`config.mk`:
```
export PLATFORM = sky130hd
export DESIGN_NAME = multicycle_control_flat
export DESIGN_NICKNAME = d
export VERILOG_FILES = /design/src/rtl/mc_pkg.sv /design/src/rtl/mc_if.sv /design/src/rtl/mc_wait_timer.sv /design/src/rtl/multicycle_control.sv /design/src/flat_wrapper.sv
export SDC_FILE = /design/constraint.sdc
export NUM_CORES = 1
export LEC_CHECK = 0
export CORE_AREA = 4 4 54 56
export CTS_CLUSTER_SIZE = 20
export DETAILED_ROUTE_END_ITERATION = 12
export DIE_AREA = 0 0 58 60
export GPL_TIMING_DRIVEN = 0
export PLACE_DENSITY = 0.68
export SYNTH_ARGS = -nofsm -noshare
export SYNTH_HDL_FRONTEND = slang
export SYNTH_SLANG_ARGS = --single-unit
```
`constraint.sdc`:
```
create_clock -name CLK -period 2.19 [get_ports CLK]
set_input_delay 0.219 -clock CLK [delete_from_list [all_inputs] [get_ports CLK]]
set_output_delay 0.219 -clock CLK [all_outputs]
set_load 0.005 [all_outputs]
```
`src/rtl/mc_pkg.sv`:
```
// Shared definitions for the multi-cycle MIPS controller: opcodes, FSM state
// encoding, mux/ALU code constants and the packed control word.
package mc_pkg;

  localparam logic [5:0] OP_R    = 6'b000000;
  localparam logic [5:0] OP_LW   = 6'b100011;
  localparam logic [5:0] OP_SW   = 6'b101011;
  localparam logic [5:0] OP_BEQ  = 6'b000100;
  localparam logic [5:0] OP_J    = 6'b000010;
  localparam logic [5:0] OP_ADDI = 6'b001000;

  typedef enum logic [3:0] {
    FETCH     = 4'd0,
    DECODE    = 4'd1,
    MEM_ADDR  = 4'd2,
    MEM_READ  = 4'd3,
    MEM_WB    = 4'd4,
    MEM_WRITE = 4'd5,
    R_EXEC    = 4'd6,
    R_WB      = 4'd7,
    BRANCH    = 4'd8,
    JUMP      = 4'd9,
    ADDI_EXEC = 4'd10,
    ADDI_WB   = 4'd11,
    TRAP      = 4'd12
  } state_t;

  localparam logic [1:0] ALUOP_ADD   = 2'b00;
  localparam logic [1:0] ALUOP_SUB   = 2'b01;
  localparam logic [1:0] ALUOP_FUNCT = 2'b10;

  localparam logic [1:0] SRCB_RT      = 2'b00;
  localparam logic [1:0] SRCB_FOUR    = 2'b01;
  localparam logic [1:0] SRCB_IMM     = 2'b10;
  localparam logic [1:0] SRCB_IMM_SH2 = 2'b11;

  localparam logic [1:0] PCSRC_ALU    = 2'b00;
  localparam logic [1:0] PCSRC_ALUOUT = 2'b01;
  localparam logic [1:0] PCSRC_JUMP   = 2'b10;

  typedef struct packed {
    logic       pc_write;
    logic       pc_write_cond;
    logic       i_or_d;
    logic       mem_read;
    logic       mem_write;
    logic       ir_write;
    logic       mem_to_reg;
    logic       reg_dst;
    logic       reg_write;
    logic       alu_src_a;
    logic [1:0] alu_src_b;
    logic [1:0] alu_op;
    logic [1:0] pc_source;
    logic       instr_done;
  } ctrl_t;

endpackage

```
`src/rtl/mc_if.sv`:
```
// Controller <-> datapath/memory bundle.
//   opcode, mem_ready        : datapath/memory -> controller
//   enables, selects, status : controller -> datapath
// master = controller side, slave = datapath side.
interface mc_if;
  logic [5:0] opcode;
  logic       mem_ready;
  logic       PCWrite;
  logic       PCWriteCond;
  logic       IorD;
  logic       MemRead;
  logic       MemWrite;
  logic       IRWrite;
  logic       MemtoReg;
  logic       RegDst;
  logic       RegWrite;
  logic       ALUSrcA;
  logic [1:0] ALUSrcB;
  logic [1:0] ALUOp;
  logic [1:0] PCSource;
  logic       instr_done;
  logic       illegal_op;
  logic       bus_error;

  modport master (
    input  opcode, mem_ready,
    output PCWrite, PCWriteCond, IorD, MemRead, MemWrite, IRWrite, MemtoReg,
           RegDst, RegWrite, ALUSrcA, ALUSrcB, ALUOp, PCSource, instr_done,
           illegal_op, bus_error
  );

  modport slave (
    output opcode, mem_ready,
    input  PCWrite, PCWriteCond, IorD, MemRead, MemWrite, IRWrite, MemtoReg,
           RegDst, RegWrite, ALUSrcA, ALUSrcB, ALUOp, PCSource, instr_done,
           illegal_op, bus_error
  );
endinterface

```
`src/rtl/mc_wait_timer.sv`:
```
// Memory wait counter.
//   CLK, RESET (async active-low)
//   i_clear   : zero the counter (state change)
//   i_waiting : memory state with mem_ready low this cycle
//   o_timeout : this waiting cycle is the (MAX_WAIT+1)th in a row
module mc_wait_timer #(
  parameter int MAX_WAIT = 15,
  parameter int WAIT_W   = 4
) (
  input  logic CLK,
  input  logic RESET,
  input  logic i_clear,
  input  logic i_waiting,
  output logic o_timeout
);
  localparam logic [WAIT_W-1:0] MAX_CNT = WAIT_W'(MAX_WAIT);

  logic [WAIT_W-1:0] r_cnt;

  always_ff @(posedge CLK or negedge RESET) begin
    if (!RESET)         r_cnt <= '0;
    else if (i_clear)   r_cnt <= '0;
    else if (i_waiting) r_cnt <= r_cnt + 1'b1;
  end

  assign o_timeout = i_waiting && (r_cnt == MAX_CNT);
endmodule

```
`src/rtl/multicycle_control.sv`:
```
// Multi-cycle MIPS sequencing controller.
//   CLK, RESET (async active-low)
//   bus : mc_if.master -- opcode/mem_ready in; enables, selects,
//         instr_done and sticky illegal_op/bus_error out
//
// state     | meaning
// FETCH     | read instruction at PC, PC+4; waits on mem_ready
// DECODE    | branch target into ALUOut, dispatch on opcode
// MEM_ADDR  | rs + imm for lw/sw
// MEM_READ  | data read at ALUOut; waits on mem_ready
// MEM_WB    | MDR -> rt
// MEM_WRITE | data write at ALUOut; waits on mem_ready
// R_EXEC    | rs op rt (funct)
// R_WB      | ALUOut -> rd
// BRANCH    | rs - rt, PC <= ALUOut if zero
// JUMP      | PC <= jump target
// ADDI_EXEC | rs + imm
// ADDI_WB   | ALUOut -> rt
// TRAP      | halted until reset
module multicycle_control
  import mc_pkg::*;
#(
  parameter int MAX_WAIT = 15,
  parameter int WAIT_W   = 4
) (
  input  logic CLK,
  input  logic RESET,
  mc_if.master bus
);
  state_t r_state, w_next;
  ctrl_t  w_ctrl;
  logic   r_illegal_op, r_bus_error;
  logic   w_waiting, w_timeout, w_bad_op;

  assign w_waiting = ((r_state == FETCH) || (r_state == MEM_READ) ||
                      (r_state == MEM_WRITE)) && !bus.mem_ready;

  assign w_bad_op = !((bus.opcode == OP_R)   || (bus.opcode == OP_LW) ||
                      (bus.opcode == OP_SW)  || (bus.opcode == OP_BEQ) ||
                      (bus.opcode == OP_J)   || (bus.opcode == OP_ADDI));

  mc_wait_timer #(.MAX_WAIT(MAX_WAIT), .WAIT_W(WAIT_W)) u_timer (
    .CLK       (CLK),
    .RESET     (RESET),
    .i_clear   (w_next != r_state),
    .i_waiting (w_waiting),
    .o_timeout (w_timeout)
  );

  always_ff @(posedge CLK or negedge RESET) begin
    if (!RESET) begin
      r_state      <= FETCH;
      r_illegal_op <= 1'b0;
      r_bus_error  <= 1'b0;
    end else begin
      r_state <= w_next;
      if (r_state == DECODE && w_bad_op) r_illegal_op <= 1'b1;
      if (w_timeout)                     r_bus_error  <= 1'b1;
    end
  end

  // mem_ready beats the timeout when both occur in the same cycle.
  always_comb begin
    w_next = r_state;
    case (r_state)
      FETCH: begin
        if (bus.mem_ready)  w_next = DECODE;
        else if (w_timeout) w_next = TRAP;
      end
      DECODE: begin
        case (bus.opcode)
          OP_LW, OP_SW: w_next = MEM_ADDR;
          OP_R:         w_next = R_EXEC;
          OP_BEQ:       w_next = BRANCH;
          OP_J:         w_next = JUMP;
          OP_ADDI:      w_next = ADDI_EXEC;
          default:      w_next = TRAP;
        endcase
      end
      MEM_ADDR:  w_next = (bus.opcode == OP_SW) ? MEM_WRITE : MEM_READ;
      MEM_READ: begin
        if (bus.mem_ready)  w_next = MEM_WB;
        else if (w_timeout) w_next = TRAP;
      end
      MEM_WRITE: begin
        if (bus.mem_ready)  w_next = FETCH;
        else if (w_timeout) w_next = TRAP;
      end
      MEM_WB, R_WB, BRANCH, JUMP, ADDI_WB: w_next = FETCH;
      R_EXEC:    w_next = R_WB;
      ADDI_EXEC: w_next = ADDI_WB;
      TRAP:      w_next = TRAP;
      default:   w_next = TRAP;
    endcase
  end

  always_comb begin
    w_ctrl = '0;
    case (r_state)
      FETCH: begin
        w_ctrl.mem_read  = 1'b1;
        w_ctrl.alu_src_b = SRCB_FOUR;
        w_ctrl.ir_write  = bus.mem_ready;
        w_ctrl.pc_write  = bus.mem_ready;
      end
      DECODE:    w_ctrl.alu_src_b = SRCB_IMM_SH2;
      MEM_ADDR: begin
        w_ctrl.alu_src_a = 1'b1;
        w_ctrl.alu_src_b = SRCB_IMM;
      end
      MEM_READ: begin
        w_ctrl.mem_read = 1'b1;
        w_ctrl.i_or_d   = 1'b1;
      end
      MEM_WB: begin
        w_ctrl.reg_write  = 1'b1;
        w_ctrl.mem_to_reg = 1'b1;
        w_ctrl.instr_done = 1'b1;
      end
      MEM_WRITE: begin
        w_ctrl.mem_write  = 1'b1;
        w_ctrl.i_or_d     = 1'b1;
        w_ctrl.instr_done = bus.mem_ready;
      end
      R_EXEC: begin
        w_ctrl.alu_src_a = 1'b1;
        w_ctrl.alu_op    = ALUOP_FUNCT;
      end
      R_WB: begin
        w_ctrl.reg_write  = 1'b1;
        w_ctrl.reg_dst    = 1'b1;
        w_ctrl.instr_done = 1'b1;
      end
      BRANCH: begin
        w_ctrl.alu_src_a     = 1'b1;
        w_ctrl.alu_op        = ALUOP_SUB;
        w_ctrl.pc_write_cond = 1'b1;
        w_ctrl.pc_source     = PCSRC_ALUOUT;
        w_ctrl.instr_done    = 1'b1;
      end
      JUMP: begin
        w_ctrl.pc_write   = 1'b1;
        w_ctrl.pc_source  = PCSRC_JUMP;
        w_ctrl.instr_done = 1'b1;
      end
      ADDI_EXEC: begin
        w_ctrl.alu_src_a = 1'b1;
        w_ctrl.alu_src_b = SRCB_IMM;
      end
      ADDI_WB: begin
        w_ctrl.reg_write  = 1'b1;
        w_ctrl.instr_done = 1'b1;
      end
      default: w_ctrl = '0;
    endcase
    // Reset kills every enable and select immediately, not at the next edge.
    if (!RESET) w_ctrl = '0;
  end

  assign bus.PCWrite     = w_ctrl.pc_write;
  assign bus.PCWriteCond = w_ctrl.pc_write_cond;
  assign bus.IorD        = w_ctrl.i_or_d;
  assign bus.MemRead     = w_ctrl.mem_read;
  assign bus.MemWrite    = w_ctrl.mem_write;
  assign bus.IRWrite     = w_ctrl.ir_write;
  assign bus.MemtoReg    = w_ctrl.mem_to_reg;
  assign bus.RegDst      = w_ctrl.reg_dst;
  assign bus.RegWrite    = w_ctrl.reg_write;
  assign bus.ALUSrcA     = w_ctrl.alu_src_a;
  assign bus.ALUSrcB     = w_ctrl.alu_src_b;
  assign bus.ALUOp       = w_ctrl.alu_op;
  assign bus.PCSource    = w_ctrl.pc_source;
  assign bus.instr_done  = w_ctrl.instr_done;
  assign bus.illegal_op  = r_illegal_op;
  assign bus.bus_error   = r_bus_error;
endmodule

```
`src/flat_wrapper.sv`:
```
// flat-port wrapper written by rule: the top's interface ports become plain ports
module multicycle_control_flat import mc_pkg::*;
#(
  parameter int MAX_WAIT = 15,
  parameter int WAIT_W   = 4
)
  (CLK, RESET, bus_opcode, bus_mem_ready, bus_PCWrite, bus_PCWriteCond, bus_IorD, bus_MemRead, bus_MemWrite, bus_IRWrite, bus_MemtoReg, bus_RegDst, bus_RegWrite, bus_ALUSrcA, bus_ALUSrcB, bus_ALUOp, bus_PCSource, bus_instr_done, bus_illegal_op, bus_bus_error);
  mc_if bus_i ();
  input  logic CLK;
  input  logic RESET;
  input wire logic [$bits(bus_i.opcode)-1:0] bus_opcode;
  input wire logic [$bits(bus_i.mem_ready)-1:0] bus_mem_ready;
  output wire logic [$bits(bus_i.PCWrite)-1:0] bus_PCWrite;
  output wire logic [$bits(bus_i.PCWriteCond)-1:0] bus_PCWriteCond;
  output wire logic [$bits(bus_i.IorD)-1:0] bus_IorD;
  output wire logic [$bits(bus_i.MemRead)-1:0] bus_MemRead;
  output wire logic [$bits(bus_i.MemWrite)-1:0] bus_MemWrite;
  output wire logic [$bits(bus_i.IRWrite)-1:0] bus_IRWrite;
  output wire logic [$bits(bus_i.MemtoReg)-1:0] bus_MemtoReg;
  output wire logic [$bits(bus_i.RegDst)-1:0] bus_RegDst;
  output wire logic [$bits(bus_i.RegWrite)-1:0] bus_RegWrite;
  output wire logic [$bits(bus_i.ALUSrcA)-1:0] bus_ALUSrcA;
  output wire logic [$bits(bus_i.ALUSrcB)-1:0] bus_ALUSrcB;
  output wire logic [$bits(bus_i.ALUOp)-1:0] bus_ALUOp;
  output wire logic [$bits(bus_i.PCSource)-1:0] bus_PCSource;
  output wire logic [$bits(bus_i.instr_done)-1:0] bus_instr_done;
  output wire logic [$bits(bus_i.illegal_op)-1:0] bus_illegal_op;
  output wire logic [$bits(bus_i.bus_error)-1:0] bus_bus_error;
  assign bus_i.opcode = bus_opcode;
  assign bus_i.mem_ready = bus_mem_ready;
  assign bus_PCWrite = bus_i.PCWrite;
  assign bus_PCWriteCond = bus_i.PCWriteCond;
  assign bus_IorD = bus_i.IorD;
  assign bus_MemRead = bus_i.MemRead;
  assign bus_MemWrite = bus_i.MemWrite;
  assign bus_IRWrite = bus_i.IRWrite;
  assign bus_MemtoReg = bus_i.MemtoReg;
  assign bus_RegDst = bus_i.RegDst;
  assign bus_RegWrite = bus_i.RegWrite;
  assign bus_ALUSrcA = bus_i.ALUSrcA;
  assign bus_ALUSrcB = bus_i.ALUSrcB;
  assign bus_ALUOp = bus_i.ALUOp;
  assign bus_PCSource = bus_i.PCSource;
  assign bus_instr_done = bus_i.instr_done;
  assign bus_illegal_op = bus_i.illegal_op;
  assign bus_bus_error = bus_i.bus_error;
  multicycle_control #(.MAX_WAIT(MAX_WAIT), .WAIT_W(WAIT_W)) u_core (.CLK(CLK), .RESET(RESET), .bus(bus_i));
endmodule
```
## Word-level counts from Yosys, hierarchy flattened

Index checks and enable logic that the tools add are counted.

| cells by class | value |
|---|---|
| equality and inequality tests | 18 |
| add/subtract/negate cells | 1 |
| muxes and demuxes | 24 |
| reductions and logical operators | 22 |

Operators by type and width:

| operator | number |
|---|---|
| $pmux W4 S8 | 1 |
| $mux W4 | 6 |
| $eq A4 B4 Y1 const B | 5 |
| $pmux W4 S5 | 1 |
| $mux W17 | 1 |
| $eq A4 B3 Y1 const B | 4 |
| $eq A6 B6 Y1 const B | 2 |
| $mux W1 | 9 |
| $eq A4 B2 Y1 const B | 2 |
| $pmux W2 S2 | 2 |
| $reduce_or A2 Y1 | 4 |
| $logic_or A1 B1 Y1 | 7 |
| $eq A6 B2 Y1 const B | 1 |
| $eq A6 B3 Y1 const B | 1 |
| $eq A6 B4 Y1 const B | 1 |
| $logic_not A6 Y1 | 1 |
| $pmux W2 S3 | 1 |
| $reduce_or A5 Y1 | 1 |
| $add A4 B1 Y4 const B | 1 |
| $eq A4 B1 Y1 const B | 1 |
| $logic_not A4 Y1 | 1 |
| $ne A4 B4 Y1 | 1 |
| $pmux W1 S2 | 2 |
| $reduce_or A4 Y1 | 1 |
| 5 further kinds | 8 |

| storage, ports and cells | value |
|---|---|
| output and inout port bits | 19 |
| logic and storage cells | 69 |
| input port bits | 9 |
| register bits | 10 |

## Depth between registers and ports, before layout

| depth | value |
|---|---|
| depth in word-level cells | 10 |
| depth in mapped cells | 6 |
| mapped depth without buffers | 6 |

## Cells and area by module

A second synthesis with hierarchy kept.

| unflattened totals | value |
|---|---|
| cell total of the unflattened synthesis | 133 |
| area total of the unflattened synthesis | 1002.2 µm² |

By module, submodules not included:

| module | cells an instance | times used | area an instance (µm²) | sequential area each (µm²) |
|---|---|---|---|---|
| multicycle_control | 115 | 1 | 774.5 | 150.1 |
| mc_wait_timer | 18 | 1 | 227.7 | 100.1 |

## Least setup slack after synthesis

Ideal clock, no wire load.

| path | value |
|---|---|
| path kind | register to register |
| start | reg u_core.r_state[3] |
| end | reg u_core.u_timer.r_cnt[0] |
| path slack | 0.517 ns |
| clock period less this slack | 1.673 ns |
| stages on the path, launching flop included | 7 |
| buffers on the path | 1 |
| library setup time | 0.119 ns |
| arrival time | 1.554 ns |
| data required time | 2.071 ns |
| path through | dfrtp_1 -> buf_6 -> or4b_4 -> o311ai_4 -> nand4_1 -> nand4_2 -> nor2_1 |

| between the ends | value |
|---|---|
| word-level cells in the longest chain between the ends | 10 |
| elaborated cells between the ends (all ways) | 25 |
| classes of those cells | eq/ne: 12; mux: 6; reduce/logical: 7 |

RTL lines:

| item | line | RTL |
|---|---|---|
| start: declaration | multicycle_control.sv:30 | `state_t r_state, w_next;` |
| start signal: assignment | multicycle_control.sv:56 | `r_state <= w_next;` |
| $eq A4 B2 Y1 or $logic_not A4 Y1 (tied branches) | multicycle_control.sv:35, multicycle_control.sv:65 |  |
| $logic_or A1 B1 Y1 (2 in series) | multicycle_control.sv:35 | `assign w_waiting = ((r_state == FETCH) \|\| (r_state == MEM_READ) \|\|` |
| $logic_and A1 B1 Y1 | multicycle_control.sv:36 | `(r_state == MEM_WRITE)) && !bus.mem_ready;` |
| $logic_and A1 B1 Y1 | mc_wait_timer.sv:26 | `assign o_timeout = i_waiting && (r_cnt == MAX_CNT);` |
| $mux W4 | multicycle_control.sv:68, multicycle_control.sv:83, multicycle_control.sv:87 |  |
| $mux W4, on equally long branches | multicycle_control.sv:86, multicycle_control.sv:67, multicycle_control.sv:82 |  |
| $pmux W4 S8 | multicycle_control.sv:65 | `case (r_state)` |
| $ne A4 B4 Y1 | multicycle_control.sv:45 | `.i_clear (w_next != r_state),` |
| $mux W4 or $reduce_bool A2 Y1 (tied branches) | - |  |
| end signal: assignment | mc_wait_timer.sv:23 | `else if (i_waiting) r_cnt <= r_cnt + 1'b1;` |
| end: declaration | mc_wait_timer.sv:18 | `logic [WAIT_W-1:0] r_cnt;` |

Several ways; a longest one is shown, not always the timed one.
A chain may end at the register's enable or synchronous reset.

## Worst setup path after layout

| path | value |
|---|---|
| start | reg u_core.r_state[1] |
| end | out bus_RegWrite |

| between the ends | value |
|---|---|
| word-level cells in the longest chain between the ends | 4 |
| elaborated cells between the ends (all ways) | 6 |
| classes of those cells | eq/ne: 3; mux: 2; reduce/logical: 1 |

RTL lines:

| item | line | RTL |
|---|---|---|
| $eq A4 B3 Y1 or $eq A4 B4 Y1 (tied branches) | multicycle_control.sv:99 | `case (r_state)` |
| $reduce_or A3 Y1 (no line) (*) | - |  |
| $mux W1 (*) | multicycle_control.sv:99 |  |
| $mux W17 (*) | multicycle_control.sv:157 | `if (!RESET) w_ctrl = '0;` |
| end: declaration | flat_wrapper.sv:21 | `output wire logic [$bits(bus_i.RegWrite)-1:0] bus_RegWrite;` |

Mark *: on every way between the ends. The rest lies on a longest branch, timed or not.

==> metrics.md <==
| Metric | Value |
|---|---|
| TritonCTS clock tree | done |
| Global-route total usage across every layer | 14.80% |
| RSZ-0062 raised after global routing | false |
| Net count of the finished layout | 167 |
| Crit path capture type | primary output |
| TritonCTS Sinks | 10 |
| Internal | between 600 and 700 uW |
| Clk root buf | sky130_fd_sc_hd__clkbuf_4 |
| Class of the most critical hold timing path | reg -> reg |
| CTS buffer count | 3 |
| Ranking of synthesized cells by area | sky130_fd_sc_hd__dfrtp_1, sky130_fd_sc_hd__nor2_1, sky130_fd_sc_hd__nor3_1 |
| Worst setup slack after layout | between 0.09 and 0.1 ns |
| Flop pwr share | between 20% and 30% |
| Most used cells in the layout excluding fill and tap cells | sky130_fd_sc_hd__clkdlybuf4s50_1, sky130_fd_sc_hd__nor2_1, sky130_fd_sc_hd__nor3_1 |
| Synth Net Count | 136 |
| Count of input and output buffers | 26 |
| Global route overflow | 0 |
| Most frequent standard cell in the layout excluding fill and tap cells | sky130_fd_sc_hd__clkdlybuf4s50_1 |
| Number of synthesized flops with an enable pin | 0 |
| Number of distinct library cells after synthesis | 43 |
| Clock slew seen by the registers of the worst setup and hold paths | ~0.06 ns |
| Setup_tns | 0 ns |
| Gate power share | approximately 62% |
| R2R Path Start | u_core.r_state[3] |
| Post-synthesis async set-or-reset flop share | 100.0% |
| Area after detailed placement | between 1000 and 1500 um^2 |
| Height of the chip | roughly 60 um |
| Synth Register Bits | 10 |
| Cell Count Post-Placement | 182 |
| Post-DR vias/cell | roughly 5.5 |
| Tmin final | between 2 and 2.5 ns |
| CP max stage delay | 0.49 ns |
| Maximum clock rate | approximately 480 MHz |
| Area of the die | between 3000 and 4000 um^2 |
| Switching power | ~490 uW |
| Top_reg_cell synth | sky130_fd_sc_hd__dfrtp_1 |
| Pins Over Slew Limit | 0 |
| Wirelength, routed | roughly 2400 um |
| Hold_sp | u_core.bus.illegal_op |
| Vias in the first global route | between 800 and 900 |
| H-Tree Level Count | 1 |
| Data arrival time of the critical path | about 1.9 ns |
| Wire length of the first global-routing pass | about 4000 um |
| Die width | ~58 um |
| Portion of total power attributed to the clock network | between 10% and 20% |
| Final HPWL from detailed placement | 1898 um |
| Final worst path period share | 95.89% |
| Final Power | around 1.2 mW |
| Critical Path, Cell by Cell | buf_2 -> nor4b_2 -> o21a_1 -> clkdlybuf4s50_1 |
| Post-synthesis cell area | between 900 and 1000 um^2 |
| Outcome | completed |
| Fraction of layout cells with a size suffix above 1 | between 15 and 20% |
| Sequential-to-total area share from yosys stat | 26.01% |
| Placeable core region | roughly 2400 um^2 |
| Final routed DRC violation total | 0 |
| Slew margin rel. | roughly 69% |
| Final setup violation count | 0 |
| GP Congestion | around 0.86 |
| Post-place setup slack | -0.2925 ns |
| Violation count after the first detailed-route iteration | 16 |
| Class of the most critical setup path | reg -> out |
| Routed via count | about 1000 |
| Number of rows in the core area | 18 |
| Largest vdd supply drop | around 470 uV |
| Synth Warn # | 0 |
| Number of diodes | 0 |
| Final Non-Filler Cells | roughly 190 |
| Area Overhead vs Synth | 37.84% |
| I/O pin count | 28 |
| Most area-hungry cell type in the Yosys netlist | sky130_fd_sc_hd__dfrtp_1 |
| Share of the synthesized area in the top cell type | between 20% and 30% |
| Post-Syn Instances | roughly 130 |
| Data required time of the critical path | just under 2 ns |
| Critical path peak fanout | 12 |
| Clock skew | about 0.0092 ns |
| Post-Synthesis Mean Instance Area | 7.636 um^2 |
| Design area | ~1300 um^2 |
| Largest net degree at the start of global routing | 17 |
| Worst setup path startpoint | u_core.r_state[1] |
| Final Hold Fails | 0 |
| Total power per unit cell area | ~880 nW/um^2 |
| Maximum clock path buffer count | 2 |
| Slowest cell on the critical path | sky130_fd_sc_hd__dfrtp_2 |
| Switching Fraction | roughly two fifths |
| Initial Util | about two fifths |
| Initial antenna violation count | 0 |
| Number of violations of the max-capacitance limit | 0 |
| Kind of start point of the critical path | register |
| Leak | about 0.53 nW |
| Routed Antenna Nets | 0 |
| Pre-Repair DR Iteration Count | 4 |
| Measured slew at the worst slew-check pin | ~0.46 ns |
| Worst skew pair latency | roughly 0.27 ns |
| Per-cell routed wire length | ~13 um |
cells by family (layout without fill, tap and decap cells):
group / count (synthesis) / count (layout) / share of synthesized area [%]
simple gates: 71 / 71 / 39.66
xor+xnor: 6 / 6 / 5.463
compound gates: 24 / 24 / 19.51
mux: 1 / 1 / 1.040
buf+inv: 13 / 43 / 7.022
flops: 10 / 10 / 26.01
fa+ha+maj: 1 / 1 / 1.300
what timing repair did:
item                                   4_1_cts  5_1_grt
setup endpoints to repair                   16       13
endpoints found under the hold margin        0       10
pin swaps                                    0        0
hold buffers                                 0        1
resized for setup                            8        6
gates cloned                                 0        0
buffers inserted                             1        0
path summary, 6_finish.rpt:
| path | endpoint | slack [ns] | cells after the start |
|---|---|---|---|
| max | bus_RegWrite | 0.09 | 4 |
| min | u_core.bus.illegal_op | 0.47 | 1 |
| max reg2reg | u_core.u_timer.r_cnt[0] | 0.40 | 6 |
| min reg2reg | u_core.bus.illegal_op | 0.47 | 1 |
| max in group asynchronous | u_core.r_state[1] | 1.31 | 2 |
| min in group asynchronous | u_core.r_state[3] | 0.53 | 2 |
cells in the mapped netlist (all sizes together), types with 2 or more instances:
| master | number |
|---|---|
| a21oi | 3 |
| a32oi | 2 |
| and3 | 2 |
| buf | 8 |
| clkbuf | 3 |
| dfrtp | 10 |
| inv | 2 |
| nand2 | 8 |
| nand2b | 7 |
| nand3 | 7 |
| nand4 | 4 |
| nor2 | 21 |
| nor2b | 3 |
| nor3 | 10 |
| nor4b | 3 |
| o211ai | 3 |
| o21ai | 6 |
| xnor2 | 3 |
| xor2 | 3 |
routing by layer:
metal / share of wire (%) / vias to the layer above / track usage, % / wire, um
met2: 50 / 19 / 25.65 / 1219
met1: 45 / 489 / 18.77 / 1094
met3: 4.5 / 2 / 3.456 / 110
met5: 0 / - / 0 / 0
met4: 0.74 / 0 / 2.980 / 18
li1: - / 518 / - / -
worst max-delay path, delay by kind of cell (launching register included):
kind                   cells  cell delay [ns]
AO/OA/AOI/OAI              1             0.13
buffers and inverters      2             0.71
flip-flops                 1             0.49
AND/OR/NAND/NOR            1             0.28
power groups by stage:
stage	Clock [mW]	Sequential, mW	Combinational (mW)
detailed placement	0	0.257	0.717
finish	0.165	0.274	0.728
floorplan	0	0.250	0.486
global route	0.177	0.285	0.804
CTS	0.170	0.272	0.724
global placement	0	0.255	0.705
state kept, by name, indices dropped and copies added, names as in the netlist:
name	cells
u_core.r_state	4
u_core.u_timer.r_cnt	4
u_core.bus.bus_error	1
u_core.bus.illegal_op	1
cell type report:
type,instances,area [um^2]
inverters,2,7.507
fillers,247,1106
repair buffers,28,272.8
well taps,30,37.54
plain buffers,9,63.81
multi-input cells,103,655.6
flip-flops and latches,10,252.7
clock buffers,4,36.28
through the flow:
step | hold WS [ns] | utilization [%]
after floorplan | -0.07659 | -
after global placement | 0.4556 | 51.80
after detailed placement | 0.4589 | 51.80
after CTS | 0.08931 | 53.91
after global routing | 0.5022 | 54.53
final | 0.4701 | 54.53
Note: power is estimated with default switching activity, not from simulation.
